### src/rtl/ps2_host_tx_ctrl.sv
// ============================================================================
// Module   : ps2_host_tx_ctrl
// Purpose  : Host-side PS/2 line owner. Sends host-to-device command frames
//            and arbitrates the open-drain clock/data lines with the receiver.
// Options  : PS2_TX_RETRY_EN - retry a failed byte from inhibit up to 2 times
// Revision : 1.0 - initial release
// ============================================================================
`default_nettype none

module ps2_host_tx_ctrl #(
    parameter int INHIBIT_CYCLES = 5000,
    parameter int TIMEOUT_CYCLES = 750000
) (
    input  logic       clk_i,
    input  logic       rst_i,
    input  logic       ps2_clk_i,
    input  logic       ps2_data_i,
    output logic       ps2_clk_oe_o,
    output logic       ps2_data_oe_o,
    input  logic [7:0] tx_data_i,
    input  logic       tx_valid_i,
    output logic       tx_ready_o,
    input  logic       rx_busy_i,
    output logic       rx_inhibit_o,
    output logic       tx_done_o,
    output logic       tx_err_o,
    output logic [1:0] err_code_o
);

    localparam int INH_W = $clog2(INHIBIT_CYCLES) + 1;
    localparam int TO_W  = $clog2(TIMEOUT_CYCLES) + 1;
    localparam logic [INH_W-1:0] INH_LAST = INH_W'(INHIBIT_CYCLES - 1);
    localparam logic [TO_W-1:0]  TO_LIMIT = TO_W'(TIMEOUT_CYCLES);

    localparam logic [1:0] ERR_NONE    = 2'd0;
    localparam logic [1:0] ERR_TIMEOUT = 2'd1;
    localparam logic [1:0] ERR_NOACK   = 2'd2;

    typedef enum logic [2:0] {
        S_IDLE      = 3'd0,
        S_WAIT_RX   = 3'd1,
        S_INHIBIT   = 3'd2,
        S_RTS       = 3'd3,
        S_SEND      = 3'd4,
        S_ACK       = 3'd5,
        S_WAIT_IDLE = 3'd6
    } state_t;

    state_t           state_q, state_d;
    logic [1:0]       clk_sync_q, data_sync_q;
    logic             clk_prev_q;
    logic [7:0]       byte_q, byte_d;
    logic [3:0]       bit_idx_q, bit_idx_d;
    logic             data_bit_q, data_bit_d;
    logic [INH_W-1:0] inh_cnt_q, inh_cnt_d;
    logic [TO_W-1:0]  to_cnt_q, to_cnt_d;
    logic             done_q, done_d;
    logic             err_q, err_d;
    logic [1:0]       err_code_q, err_code_d;
`ifdef PS2_TX_RETRY_EN
    logic [1:0]       retry_q, retry_d;
`endif

    logic       clk_s, data_s, fall;
    logic       active, fail;
    logic [1:0] fail_code;
    logic [9:0] frame;

    assign clk_s  = clk_sync_q[1];
    assign data_s = data_sync_q[1];
    assign fall   = clk_prev_q & ~clk_s;
    // Frame bits after the start bit: data LSB first, odd parity, stop.
    assign frame  = {1'b1, ~^byte_q, byte_q};
    assign active = state_q inside {S_RTS, S_SEND, S_ACK, S_WAIT_IDLE};

    assign tx_done_o  = done_q;
    assign tx_err_o   = err_q;
    assign err_code_o = err_code_q;

    always_ff @(posedge clk_i or negedge rst_i) begin
        if (!rst_i) begin
            state_q     <= S_IDLE;
            clk_sync_q  <= 2'b11;
            data_sync_q <= 2'b11;
            clk_prev_q  <= 1'b1;
            byte_q      <= 8'h00;
            bit_idx_q   <= 4'd0;
            data_bit_q  <= 1'b1;
            inh_cnt_q   <= '0;
            to_cnt_q    <= '0;
            done_q      <= 1'b0;
            err_q       <= 1'b0;
            err_code_q  <= ERR_NONE;
`ifdef PS2_TX_RETRY_EN
            retry_q     <= 2'd0;
`endif
        end else begin
            state_q     <= state_d;
            clk_sync_q  <= {clk_sync_q[0], ps2_clk_i};
            data_sync_q <= {data_sync_q[0], ps2_data_i};
            clk_prev_q  <= clk_s;
            byte_q      <= byte_d;
            bit_idx_q   <= bit_idx_d;
            data_bit_q  <= data_bit_d;
            inh_cnt_q   <= inh_cnt_d;
            to_cnt_q    <= to_cnt_d;
            done_q      <= done_d;
            err_q       <= err_d;
            err_code_q  <= err_code_d;
`ifdef PS2_TX_RETRY_EN
            retry_q     <= retry_d;
`endif
        end
    end

    always_comb begin
        state_d       = state_q;
        byte_d        = byte_q;
        bit_idx_d     = bit_idx_q;
        data_bit_d    = data_bit_q;
        inh_cnt_d     = '0;
        to_cnt_d      = '0;
        done_d        = 1'b0;
        err_d         = 1'b0;
        err_code_d    = err_code_q;
`ifdef PS2_TX_RETRY_EN
        retry_d       = retry_q;
`endif
        ps2_clk_oe_o  = 1'b0;
        ps2_data_oe_o = 1'b0;
        tx_ready_o    = 1'b0;
        rx_inhibit_o  = 1'b0;
        fail          = 1'b0;
        fail_code     = ERR_NONE;

        if (active) begin
            to_cnt_d = fall ? '0 : to_cnt_q + 1'b1;
        end

        case (state_q)
            S_IDLE: begin
                tx_ready_o = 1'b1;
                if (tx_valid_i) begin
                    byte_d     = tx_data_i;
                    err_code_d = ERR_NONE;
`ifdef PS2_TX_RETRY_EN
                    retry_d    = 2'd0;
`endif
                    state_d    = rx_busy_i ? S_WAIT_RX : S_INHIBIT;
                end
            end
            S_WAIT_RX: begin
                if (!rx_busy_i) begin
                    state_d = S_INHIBIT;
                end
            end
            S_INHIBIT: begin
                ps2_clk_oe_o = 1'b1;
                rx_inhibit_o = 1'b1;
                inh_cnt_d    = inh_cnt_q + 1'b1;
                // Last inhibit cycle pulls data low before clock is released.
                if (inh_cnt_q == INH_LAST) begin
                    ps2_data_oe_o = 1'b1;
                    state_d       = S_RTS;
                end
            end
            S_RTS: begin
                ps2_data_oe_o = 1'b1;
                rx_inhibit_o  = 1'b1;
                bit_idx_d     = 4'd0;
                if (fall) begin
                    data_bit_d = frame[0];
                    bit_idx_d  = 4'd1;
                    state_d    = S_SEND;
                end
            end
            S_SEND: begin
                ps2_data_oe_o = ~data_bit_q;
                rx_inhibit_o  = 1'b1;
                if (fall) begin
                    data_bit_d = frame[bit_idx_q];
                    bit_idx_d  = bit_idx_q + 4'd1;
                    if (bit_idx_q == 4'd9) begin
                        state_d = S_ACK;
                    end
                end
            end
            S_ACK: begin
                rx_inhibit_o = 1'b1;
                if (fall) begin
                    if (!data_s) begin
                        state_d = S_WAIT_IDLE;
                    end else begin
                        fail      = 1'b1;
                        fail_code = ERR_NOACK;
                    end
                end
            end
            S_WAIT_IDLE: begin
                rx_inhibit_o = 1'b1;
                if (clk_s && data_s) begin
                    done_d  = 1'b1;
                    state_d = S_IDLE;
                end
            end
            default: begin
                state_d = S_IDLE;
            end
        endcase

        if (active && (to_cnt_q == TO_LIMIT)) begin
            fail      = 1'b1;
            fail_code = ERR_TIMEOUT;
        end

        if (fail) begin
            done_d = 1'b0;
`ifdef PS2_TX_RETRY_EN
            if (retry_q != 2'd2) begin
                retry_d = retry_q + 2'd1;
                state_d = S_INHIBIT;
            end else begin
                err_d      = 1'b1;
                err_code_d = fail_code;
                state_d    = S_IDLE;
            end
`else
            err_d      = 1'b1;
            err_code_d = fail_code;
            state_d    = S_IDLE;
`endif
        end
    end

endmodule

`default_nettype wire
### config.mk
export PLATFORM = sky130hd
export DESIGN_NAME = ps2_host_tx_ctrl
export DESIGN_NICKNAME = d
export VERILOG_FILES = /design/src/rtl/ps2_host_tx_ctrl.sv
export SDC_FILE = /design/constraint.sdc
export NUM_CORES = 1
export LEC_CHECK = 0
export CORE_MARGIN = 5
export CORE_UTILIZATION = 61
export CTS_BUF_LIST = sky130_fd_sc_hd__clkbuf_8
export CTS_CLUSTER_SIZE = 25
export DETAILED_ROUTE_END_ITERATION = 7
export PLACE_DENSITY = 0.82
export SLEW_MARGIN = 30
export SYNTH_ARGS = -nofsm -noshare
export SYNTH_HDL_FRONTEND = slang
export SYNTH_SLANG_ARGS = --single-unit
### constraint.sdc
create_clock -name clk_i -period 2.8 [get_ports clk_i]
set_input_delay 0.56 -clock clk_i [delete_from_list [all_inputs] [get_ports clk_i]]
set_output_delay 0.56 -clock clk_i [all_outputs]
set_load 0.05 [all_outputs]
==> flow_summary_export.csv <==
group,metric,value,unit
setup_path,crit_fanout,4,
place,place.detailed.instances,411,
grt,first_global_vias,2395,
clock_network,post-cts-setup-buffers,0,
sta,slew_at_the_pin_closest_to_its_max_slew_limit,0.518,ns
sta,setup_slack,0.0980,ns
synth,synth.net_count,350,
synth,ys_dominant_reg_cell,"dfrtp_1",
floorplan,design.portCount,22,
setup_path,category_of_the_critical_setup_timing_path,"flip-flop to output port",
pwr,p_seq_frac,0.369,
place,dpl_worst_slack,0.398,ns
clock_network,cts.sinks,60,
floorplan,die-area,0.00663,sq mm
hold_path,worst_hold_path_type,"input port to async pin",
sta,period_share,0.965,
pwr,p_leak,1.54,nW
sta,grt_setup_unrepaired,"false",
floorplan,die_y,81.4,um
grt,grt_antenna_before_repair,0,
drt,avgRoutedWirePerCell,15.0,um
drt,drt_drc_violations_left,0,
setup_path,crit_path_cell_trace,"or4_4 > nor4_2 > nor2_1 > o22ai_1 > buf_12",
sta,worst_hold_slack,0.163,ns
grt,maximum_number_of_pins_on_one_net_before_global_route_repair,24,
job,maxCapViolations,0,
drt,postRouteAntennaNets,0,
cells_and_area,fin_nets,373,
pwr,power_frac_clock,0.272,
setup_path,regToRegStartpoint,"state_q[0]$_DFFE_PN0P_",
cells_and_area,final.fill_count,353,
setup_path,timing.critical_path.slowest_cell_delay,0.52,ns
synth,synth_edf_count,0,
grt,global_route.usage.total,0.224,
cells_and_area,syn2layout_area_growth,16.4,%
pwr,vdd_drop_max,0.590,mV
place,dp.final_hpwl,4.55,mm
synth,postSynth.asyncResetShare,1.00,
floorplan,effective_utilization_at_floorplan,0.617,
cells_and_area,final_cells,427,
sta,period_minus_slack,2.70,ns
synth,netlist.area_leader.share,0.435,
sta,finalSetupViolations,0,
floorplan,site_rows,26,
pwr,switching_power,1.15,mW
clock_network,cts-root-buf,"clkbuf_8",
synth,post_synth_num_cell_types,54,
clock_network,cts.path.max_buffers,2,
clock_network,cts.htree.levels,3,
setup_path,cp.arrival,2.14,ns
clock_network,clock_tree_from_tritoncts,"yes",
setup_path,timing.critical_path.to_type,"output port",
pwr,power.internal,1.98,mW
grt,grt_remaining_overflow,0,
synth,cell_type_with_the_highest_aggregate_area_in_the_netlist,"dfrtp_1",
drt,drt_pre_antenna_iters,4,
drt,vias_per_cell,5.63,
cells_and_area,total_area_of_multi_input_combinational_cells,0.00151,sq mm
clock_network,clock_insertion_delay_worst_skew,0.34,ns
setup_path,cp-startpoint,"inh_cnt_q[6]$_DFF_PN0_",
pwr,power_frac_comb,0.359,
cells_and_area,number_of_diodes_added_for_antenna_fixing,0,
synth,synth_area,0.00311,sq mm
clock_network,path_clk_slew,0.07,ns
sta,finalClockSkew,0.0121,ns
synth,yosys_warnings,0,
synth,ranking_of_synthesized_cells_by_instance_count,"54 x dfrtp_1, 54 x nand2_1, 47 x nor2_1",
drt,initialDrtViolationCount,129,
setup_path,path_buf_inv,1,
pwr,pwr_density_cell,865,mW/mm^2
setup_path,required,2.24,ns
drt,wirelength,6.42,mm
setup_path,worst-r2r-cell-count,6,
synth,post_synth_main_area_contributors,"dfrtp_1 43%, nand2_1 6.5%, nor2_1 5.7%, dfstp_2 5.1%, xnor2_1 4.8%",
synth,syn_avg_cell_area,9.45,sq um
outcome,run_status,"completed",
clock_network,tritoncts.num_buffers,9,
grt,grt_first_pass_wirelength,11.1,mm
sta,worst_slew_margin_rel,0.653,
sta,final.setup.tns,0,ns
clock_network,holdBufCountCts,0,
synth,synth.ff_latch_count,60,
pwr,switching_share_of_power,0.366,
place,gpl.final_weighted_congestion,0.879,
setup_path,path_delay_family,"simple AND/OR/NAND/NOR gates",
cells_and_area,seqCellArea,0.00151,sq mm
sta,maxClockFrequency,370,MHz
clock_network,cts_repair_resize_count,0,
synth,syn_inst,329,
pwr,p_total,3.13,mW
drt,via_count,2404,
setup_path,critical_path.slowest_cell,"or4_4",
setup_path,worst-path-stages,5,
sta,finalHoldViolCount,0,
floorplan,die-width,81.4,um
sta,timing.final.max_slew_violations,0,
synth,synth_sequential_area_ratio,0.485,
floorplan,area_inside_the_core_boundary,0.00504,sq mm
cells_and_area,drive_gt1_frac,0.112,
setup_path,timing.critical_path.from_type,"flip-flop",
place,port_buffers,21,
## cell type report
cell class / instances / share of cell area
flip-flops and latches: 60 / 0.417
well taps: 70 / 0.0242
multi-input cells: 246 / 0.416
repair buffers: 26 / 0.0733
clock inverters: 6 / 0.0221
inverters: 9 / 0.00933
clock buffers: 10 / 0.0380
## layout by cell type, fill, tap and decap left out, drive strengths merged, types with 8 or more instances in the layout
master | Yosys | final
nand3 | 13 | 13
clkbuf | 10 | 10
buf | 4 | 8
o21ai | 11 | 11
xnor2 | 17 | 17
nor2 | 47 | 47
clkdlybuf4s50 | 0 | 17
a21oi | 11 | 11
dfrtp | 54 | 54
xor2 | 17 | 17
inv | 9 | 11
nand2 | 54 | 54
## metal layers
layer	vias up	track usage	share of wire
met5	-	0	0
met4	0	0.118	0.030
met3	17	0.0477	0.044
met2	63	0.351	0.48
met1	1163	0.290	0.45
li1	1161	-	-
## through the flow
step / area, sq um / utilization
2_1_floorplan: 3110 / -
3_3_place_gp: 3400 / 0.674
3_5_place_dp: 3400 / 0.674
4_1_cts: 3620 / 0.717
5_1_grt: 3620 / 0.718
6_report: 3620 / 0.718
## final timing paths
kind,slack [ns],to
worst min-delay path,0.16,bit_idx_q[2]$_DFFE_PN0P_
worst max register to register,0.60,state_q[0]$_DFFE_PN0P_
worst min register to register,0.36,clk_sync_q[1]$_DFF_PN1_
worst max-delay path,0.1,ps2_data_oe_o
min in group clk_i,0.36,clk_sync_q[1]$_DFF_PN1_
max in group asynchronous,1.90,clk_sync_q[0]$_DFF_PN1_
## power groups by stage
stage                     Sequential (mW)  Combinational, mW  Clock [mW]
after floorplan                      1.10              0.869           0
after global placement               1.16               1.09           0
after detailed placement             1.17               1.12           0
after CTS                            1.15               1.13       0.865
after global routing                 1.18               1.22       0.918
final                                1.16               1.12       0.852
## flip-flops by register name (all words and copies together) (netlist names)
name         flops
bit_idx_q        4
byte_q           8
clk_prev_q       1
clk_sync_q       2
data_bit_q       1
data_sync_q      2
err_code_o       2
inh_cnt_q       14
state_q          3
to_cnt_q        21
tx_done_o        1
tx_err_o         1
## kinds of logic after synthesis
group,after synthesis,share of synthesized area
AO/OA/AOI/OAI,37,0.0789
XOR/XNOR,34,0.0958
adder cells (fa/ha/maj),7,0.0282
buffers and inverters,23,0.0302
flip-flops,60,0.485
multiplexers,4,0.0213
AND/OR/NAND/NOR,164,0.260
No activity file was read; power rests on OpenSTA's default activity.
